===== src/rtl/elevator.sv =====
// Single-car controller for a five-floor shaft: latches floor requests and
// serves them in SCAN order with fixed per-floor travel and door dwell times.
module elevator #(
    parameter int MOVE_CYCLES = 4,
    parameter int DOOR_CYCLES = 3
) (
    input  logic       clk,
    input  logic       reset,
    input  logic [4:0] buttons,
    output logic [2:0] current_floor,
    output logic       door_open,
    output logic [4:0] pending
);

    localparam int MW = (MOVE_CYCLES > 1) ? $clog2(MOVE_CYCLES) : 1;
    localparam int DW = (DOOR_CYCLES > 1) ? $clog2(DOOR_CYCLES) : 1;
    localparam logic [MW-1:0] MOVE_LAST = MW'(MOVE_CYCLES - 1);
    localparam logic [DW-1:0] DOOR_LAST = DW'(DOOR_CYCLES - 1);

    typedef enum logic [1:0] {
        IDLE,
        UP,
        DOWN,
        DOOR
    } state_t;

    state_t        state;
    logic          dir_up;
    logic [MW-1:0] move_cnt;
    logic [DW-1:0] door_cnt;

    logic [4:0] req;
    logic [4:0] above_mask;
    logic [4:0] below_mask;
    logic [4:0] here_mask;
    logic [4:0] arrive_mask;
    logic [4:0] beyond_mask;
    logic [4:0] clr;
    logic [2:0] arrive_floor;
    logic       req_here;
    logic       req_above;
    logic       req_below;
    logic       arrive_hit;
    logic       arrive_beyond;
    logic       move_done;
    logic       door_done;

    // Request view and floor-relative masks; arrive_* describe the floor the
    // car reaches when the current travel step completes.
    always_comb begin
        req          = pending | buttons;
        above_mask   = '0;
        below_mask   = '0;
        here_mask    = '0;
        arrive_mask  = '0;
        beyond_mask  = '0;
        arrive_floor = (state == DOWN) ? current_floor - 3'd1 : current_floor + 3'd1;
        for (int i = 0; i < 5; i++) begin
            above_mask[i]  = (i > int'(current_floor));
            below_mask[i]  = (i < int'(current_floor));
            here_mask[i]   = (i == int'(current_floor));
            arrive_mask[i] = (i == int'(arrive_floor));
            beyond_mask[i] = (state == DOWN) ? (i < int'(arrive_floor))
                                             : (i > int'(arrive_floor));
        end
        req_here      = |(req & here_mask);
        req_above     = |(req & above_mask);
        req_below     = |(req & below_mask);
        arrive_hit    = |(req & arrive_mask);
        arrive_beyond = |(req & beyond_mask);
        move_done     = (move_cnt == MOVE_LAST);
        door_done     = (door_cnt == DOOR_LAST);

        clr = '0;
        case (state)
            IDLE:     if (req_here) clr = here_mask;
            UP, DOWN: if (move_done) clr = arrive_mask;
            DOOR:     clr = here_mask;
            default:  clr = '0;
        endcase
    end

    // Car FSM; a press of the floor being served is swallowed by clr.
    always_ff @(posedge clk or posedge reset) begin
        if (reset) begin
            state         <= IDLE;
            current_floor <= 3'd0;
            pending       <= '0;
            door_open     <= 1'b0;
            move_cnt      <= '0;
            door_cnt      <= '0;
            dir_up        <= 1'b1;
        end else begin
            pending <= req & ~clr;
            case (state)
                IDLE: begin
                    if (req_here) begin
                        state     <= DOOR;
                        door_open <= 1'b1;
                        door_cnt  <= '0;
                    end else if (req_above) begin
                        state    <= UP;
                        dir_up   <= 1'b1;
                        move_cnt <= '0;
                    end else if (req_below) begin
                        state    <= DOWN;
                        dir_up   <= 1'b0;
                        move_cnt <= '0;
                    end
                end
                UP, DOWN: begin
                    if (move_done) begin
                        current_floor <= arrive_floor;
                        move_cnt      <= '0;
                        if (arrive_hit) begin
                            state     <= DOOR;
                            door_open <= 1'b1;
                            door_cnt  <= '0;
                        end else if (!arrive_beyond) begin
                            state <= IDLE;
                        end
                    end else begin
                        move_cnt <= move_cnt + 1'b1;
                    end
                end
                DOOR: begin
                    if (door_done) begin
                        door_open <= 1'b0;
                        door_cnt  <= '0;
                        if (dir_up ? req_above : req_below) begin
                            state    <= dir_up ? UP : DOWN;
                            move_cnt <= '0;
                        end else if (dir_up ? req_below : req_above) begin
                            state    <= dir_up ? DOWN : UP;
                            dir_up   <= !dir_up;
                            move_cnt <= '0;
                        end else begin
                            state <= IDLE;
                        end
                    end else begin
                        door_cnt <= door_cnt + 1'b1;
                    end
                end
                default: state <= IDLE;
            endcase
        end
    end

endmodule


===== config.mk =====
export PLATFORM = sky130hd
export DESIGN_NAME = elevator
export DESIGN_NICKNAME = d
export VERILOG_FILES = /design/src/rtl/elevator.sv
export SDC_FILE = /design/constraint.sdc
export NUM_CORES = 1
export LEC_CHECK = 0
export CELL_PAD_IN_SITES_DETAIL_PLACEMENT = 0
export CELL_PAD_IN_SITES_GLOBAL_PLACEMENT = 1
export CORE_ASPECT_RATIO = 0.8
export CORE_UTILIZATION = 35
export DETAILED_ROUTE_END_ITERATION = 8
export MAX_ROUTING_LAYER = met4
export PLACE_DENSITY_LB_ADDON = 0.3
export SYNTH_ARGS = -nofsm -noshare
export SYNTH_HDL_FRONTEND = slang
export SYNTH_SLANG_ARGS = --single-unit

===== constraint.sdc =====
create_clock -name clk -period 6.88 [get_ports clk]
set_input_delay 1.72 -clock clk [delete_from_list [all_inputs] [get_ports clk]]
set_output_delay 1.72 -clock clk [all_outputs]
set_load 0.02 [all_outputs]

== After elaboration in Yosys (flattened, before gate mapping) ==
Cells that the tools add are included.

* $add $sub $neg: 4
* Multipliers: 0
* Div/mod/pow operators: 0
* $lt $le $gt $ge: 18
* Eq/ne operators: 24
* Shift-type cells: 0
* Multiplexer cells: 48
* Bitwise logic cells: 8
* Reductions and logical operators: 17

{| class="wikitable"
|+ Operators with widths
! kind !! number
|-
| $mux W2 || 22
|-
| $and A5 B5 Y5 || 6
|-
| $reduce_or A5 Y1 || 5
|-
| $eq A3 B3 Y1 const A || 6
|-
| $pmux W2 S3 || 3
|-
| $mux W1 || 17
|-
| $pmux W5 S3 || 1
|-
| $ne A2 B2 Y1 const B || 7
|-
| $gt A2 B3 Y1 const A || 4
|-
| $lt A1 B3 Y1 const A || 4
|-
| $lt A2 B3 Y1 const A || 4
|-
| $reduce_and A4 Y1 || 3
|-
| $mux W5 || 2
|-
| $ne A3 B3 Y1 const B || 3
|-
| $eq A2 B2 Y1 const B || 4
|-
| $eq A2 B3 Y1 const A || 2
|-
| $gt A1 B3 Y1 const A || 2
|-
| $gt A3 B3 Y1 const A || 2
|-
| $logic_not A3 Y1 || 2
|-
| $lt A3 B3 Y1 const A || 2
|-
| $reduce_and A6 Y1 || 1
|-
| $not A5 Y5 || 1
|-
| $or A5 B5 Y5 || 1
|-
| $add A2 B1 Y2 const B || 2
|-
| other kinds (13) || 13
|}

* Bits in registers: 16
* Latch bits: 0
* Memory bits (writable): 0
* Memory bits (read-only): 0
* Word-level logic and storage cells: 126
* Memories kept: 0

== Logic depth before layout (Yosys ltp) ==
* Depth in word-level cells: 10
* Gate-level depth with buffers: 9
* Gate-level depth less buffers: 8

== Least setup slack after synthesis ==
Ideal clock, no wire load.

* Path type: input port to flip-flop
* Start: input port buttons[3]
* End: register move_cnt[0]
* Library setup time: 125 ps
* Arrival time: 2998 ps
* Required time: 6755 ps
* Path slack: 3757 ps
* Stages: 5
* Buffers on the path: 0
* Cells stage by stage: nor2_1 o2111ai_1 o311a_1 o31ai_2 mux2_4

* Longest elaborated chain between the ends: 7
* Elaborated cells on any way between the ends: 18

{| class="wikitable"
|+ Ends and longest elaborated chain
! element !! line !! source
|-
| from (decl) || 9 || <nowiki>input logic [4:0] buttons,</nowiki>
|-
| $or A5 B5 Y5 (*) || 51 || <nowiki>req = pending | buttons;</nowiki>
|-
| $and A5 B5 Y5, on equally long branches || 68, 67 ||
|-
| $reduce_or A5 Y1, on equally long branches || 68, 67 ||
|-
| $mux W1 || 130 || <nowiki>if (dir_up ? req_above : req_below) begin</nowiki>
|-
| $mux W2 || 130 ||
|-
| $mux W2 || 127 || <nowiki>if (door_done) begin</nowiki>
|-
| $pmux W2 S3 || 95 || <nowiki>case (state)</nowiki>
|-
| to (signal assigned) || 123 || <nowiki>move_cnt <= move_cnt + 1'b1;</nowiki>
|-
| to (decl) || 29 || <nowiki>logic [MW-1:0] move_cnt;</nowiki>
|}

Mark *: on every way between the ends. The rest lies on a longest branch, timed or not. The select of a mux whose other input is x is not followed.
A chain may end at the register's enable or synchronous reset.

== Final worst setup path ==
* Start: input port buttons[2]
* End: register state[0]

* Longest elaborated chain between the ends: 8
* Elaborated cells on any way between the ends: 24

{| class="wikitable"
|+ Ends and longest elaborated chain
! element !! line !! source
|-
| $or A5 B5 Y5 (*) || 51 ||
|-
| $and A5 B5 Y5, on equally long branches || 67, 68 ||
|-
| $reduce_or A5 Y1, on equally long branches || 67, 68 ||
|-
| $mux W1 || 133 || <nowiki>end else if (dir_up ? req_below : req_above) begin</nowiki>
|-
| $mux W2 || 133 ||
|-
| $mux W2 || 130 ||
|-
| $mux W2 || 127 ||
|-
| $pmux W2 S3 || 95 ||
|-
| to (signal assigned) || 131 || <nowiki>state <= dir_up ? UP : DOWN;</nowiki>
|-
| to (signal assigned) || 134 || <nowiki>state <= dir_up ? DOWN : UP;</nowiki>
|-
| to (decl) || 27 || <nowiki>state_t state;</nowiki>
|}

Marked as above.

==> impl_metrics.tcl <==
set metrics [dict create \
    outcome "complete, no violations" \
    grt_antenna_before_repair 0 \
    synth_largest_area_cell "dfrtp_1" \
    die_x_um 75.2 \
    synth.top_cell.area_share_pct 25.0 \
    start_util_pct 37.9 \
    core_area_mm2 0.00395 \
    cp_slowest_stage_delay_ns 0.54 \
    cap_violations 0 \
    crit_buf_inv 1 \
    seq_area_frac_synth_pct 26.8 \
    dieArea_mm2 0.00455 \
    area_growth_pct 15.2 \
    ys_ff_latch 16 \
    ant_nets 0 \
    rows 20 \
    yosys_warnings 0 \
    cp_max_fo 6 \
    synth-edff-count 0 \
    synth_async_sr_flop_share_pct 100 \
    cts_buffer_depth 2 \
    cts_tree "built" \
    crit_slowest_cell "o311ai_1" \
    synth_most_common_cell "dfrtp_1" \
    grt_pass1_vias 1332 \
    antenna_cells 0 \
    synthTopCellsByCount "dfrtp_1 (15), nand2_1 (13), nor2_1 (12)" \
    rr_worst_depth 8 \
    drc 0 \
    cp_data_arrival_time_ns 3.75 \
    grt_max_degree 18 \
    clk_latency_ns 0.26 \
    dp_hpwl_mm 2.94 \
    synthesis.nets 179 \
    finalMaxSlewViolations 0 \
    ys_types 57 \
    syn_inst 162 \
    numCtsBuffers 3 \
    yosys-top-cells-area "dfrtp_1 (25%), ha_1 (8.3%), nand2_1 (3.3%)" \
    die_h_um 60.6 \
    dr_total_vias 1316 \
    crit_type "input pin to flip-flop" \
    grt_remaining_overflow 0 \
    io_pins 16 \
    path_cells "clkdlybuf4s50_1 -> nor2_2 -> nor3b_1 -> o311ai_1 -> nand2_1 -> o32ai_1 -> mux2i_1" \
    vias_per_cell 5.72 \
    cts_setup_buffers 0 \
    grtUsageTotal_pct 19.9 \
    synth_area_mm2 0.00150 \
    wire_per_inst_um 16.7 \
    drive_above_1_share_pct 14.3 \
    hold_path_class "flip-flop to flip-flop" \
    avgSynthCellArea_um2 9.26 \
    start_kind "input pin" \
    cts_sinks 16 \
    max_freq_ghz 0.276 \
    finalSetupViolCount 0 \
    period_minus_slack_ns 3.62 \
    fin_util_pct 43.7 \
    cts_hold_buf 0 \
    crit_cells 7 \
    clkTransAtPathRegs_ns 0.07 \
    grt_pass1_wl_mm 6.53 \
    nets 193 \
    hold_viol_final 0 \
    drt_iter0_markers 78 \
    first_pass_iters 4 \
    htree_levels 1 \
    worst_slew_pin_slew_ns 0.672 \
    critPathCaptureType "flip-flop" \
    min_period_over_period_pct 52.6 \
    min_path_cells 1 \
    totalWireLength_mm 3.85 \
    rsz0062_at_grt "no" \
    slew_headroom_pct 55.1 \
    root_buffer "clkbuf_8" \
    fin_skew_ns 0.00508 \
    cts_resized 0 \
    tns_ns 0 \
    routabilityCongestion 0.881 \
    dominantRegCellSynth "dfrtp_1" \
    worstPathRequired_ns 7.01 \
    crit_family "compound AO/OA/AOI/OAI gates" \
    port_buffers 15 \
]
## area by class of cell
type / count / area, um^2
flip-flops and latches: 16 / 402
repair buffers: 15 / 150
fillers: 411 / 2230
multi-input cells: 128 / 1010
clock buffers: 4 / 55.1
inverters: 12 / 45.0
well taps: 55 / 68.8
## stage by stage
step | setup WS [ns] | std cells | area [um^2] | hold slack, ns
floorplan | 3.76 | 162 | 1500 | 0.502
finish | 3.26 | 230 | 1730 | 0.507
global placement | 3.09 | 226 | 1670 | 0.485
global route | 3.20 | 230 | 1730 | 0.543
detailed placement | 3.05 | 226 | 1670 | 0.487
CTS | 3.33 | 230 | 1730 | 0.506
## cell families after synthesis
kind of cell             share of synthesized area (%)
AO/OA/AOI/OAI                                     30.9
AND/OR/NAND/NOR                                   17.3
buffers and inverters                             6.09
flip-flops                                        26.8
adder cells (fa/ha/maj)                           9.01
multiplexers                                      5.17
XOR/XNOR                                          4.67
## state kept, by name (all words and copies together), names as in the netlist
name           cells
state              2
move_cnt           2
door_cnt           2
door_open          1
current_floor      3
dir_up             1
pending            5
## metal layers
| metal | wire length (um) | global-route usage [%] |
|---|---|---|
| met1 | 1980 | 27.8 |
| met5 | 0 | - |
| met3 | 185 | 3.16 |
| met2 | 1640 | 30.0 |
| met4 | 48 | 5.82 |
## worst paths after layout
| kind | end | from | slack [ns] |
|---|---|---|---|
| worst max-delay path | state[0] | buttons[2] | 3.26 |
| worst min-delay path | door_open | door_open | 0.51 |
| min in group asynchronous | pending[4] | reset | 1.85 |
| worst min register to register | door_open | door_open | 0.51 |
| worst max register to register | state[0] | current_floor[0] | 3.53 |
| max in group asynchronous | state[1] | reset | 4.59 |
## layout by cell type (no fill, tap or decap), drive strengths merged, types with 2 or more instances in the layout
| master | instances |
|---|---|
| nor2b | 4 |
| o21ai | 11 |
| nand2 | 13 |
| a31oi | 3 |
| nand3 | 4 |
| nor4 | 2 |
| o311ai | 3 |
| nand2b | 4 |
| o2111ai | 2 |
| inv | 12 |
| ha | 10 |
| nor2 | 14 |
| a21boi | 2 |
| dfrtp | 15 |
| o21bai | 2 |
| a2111oi | 2 |
| nor3 | 7 |
| mux2i | 4 |
| clkdlybuf4s50 | 15 |
| a21oi | 6 |
| o221ai | 2 |
| o31ai | 4 |
| clkbuf | 4 |
| xnor2 | 3 |
| a221oi | 2 |
| xor2 | 2 |
| a211oi | 3 |
| mux2 | 3 |
Power is left out: the tool's default activity adds up to more than one toggle a clock period on the data nets, which glitch-free logic cannot reach.
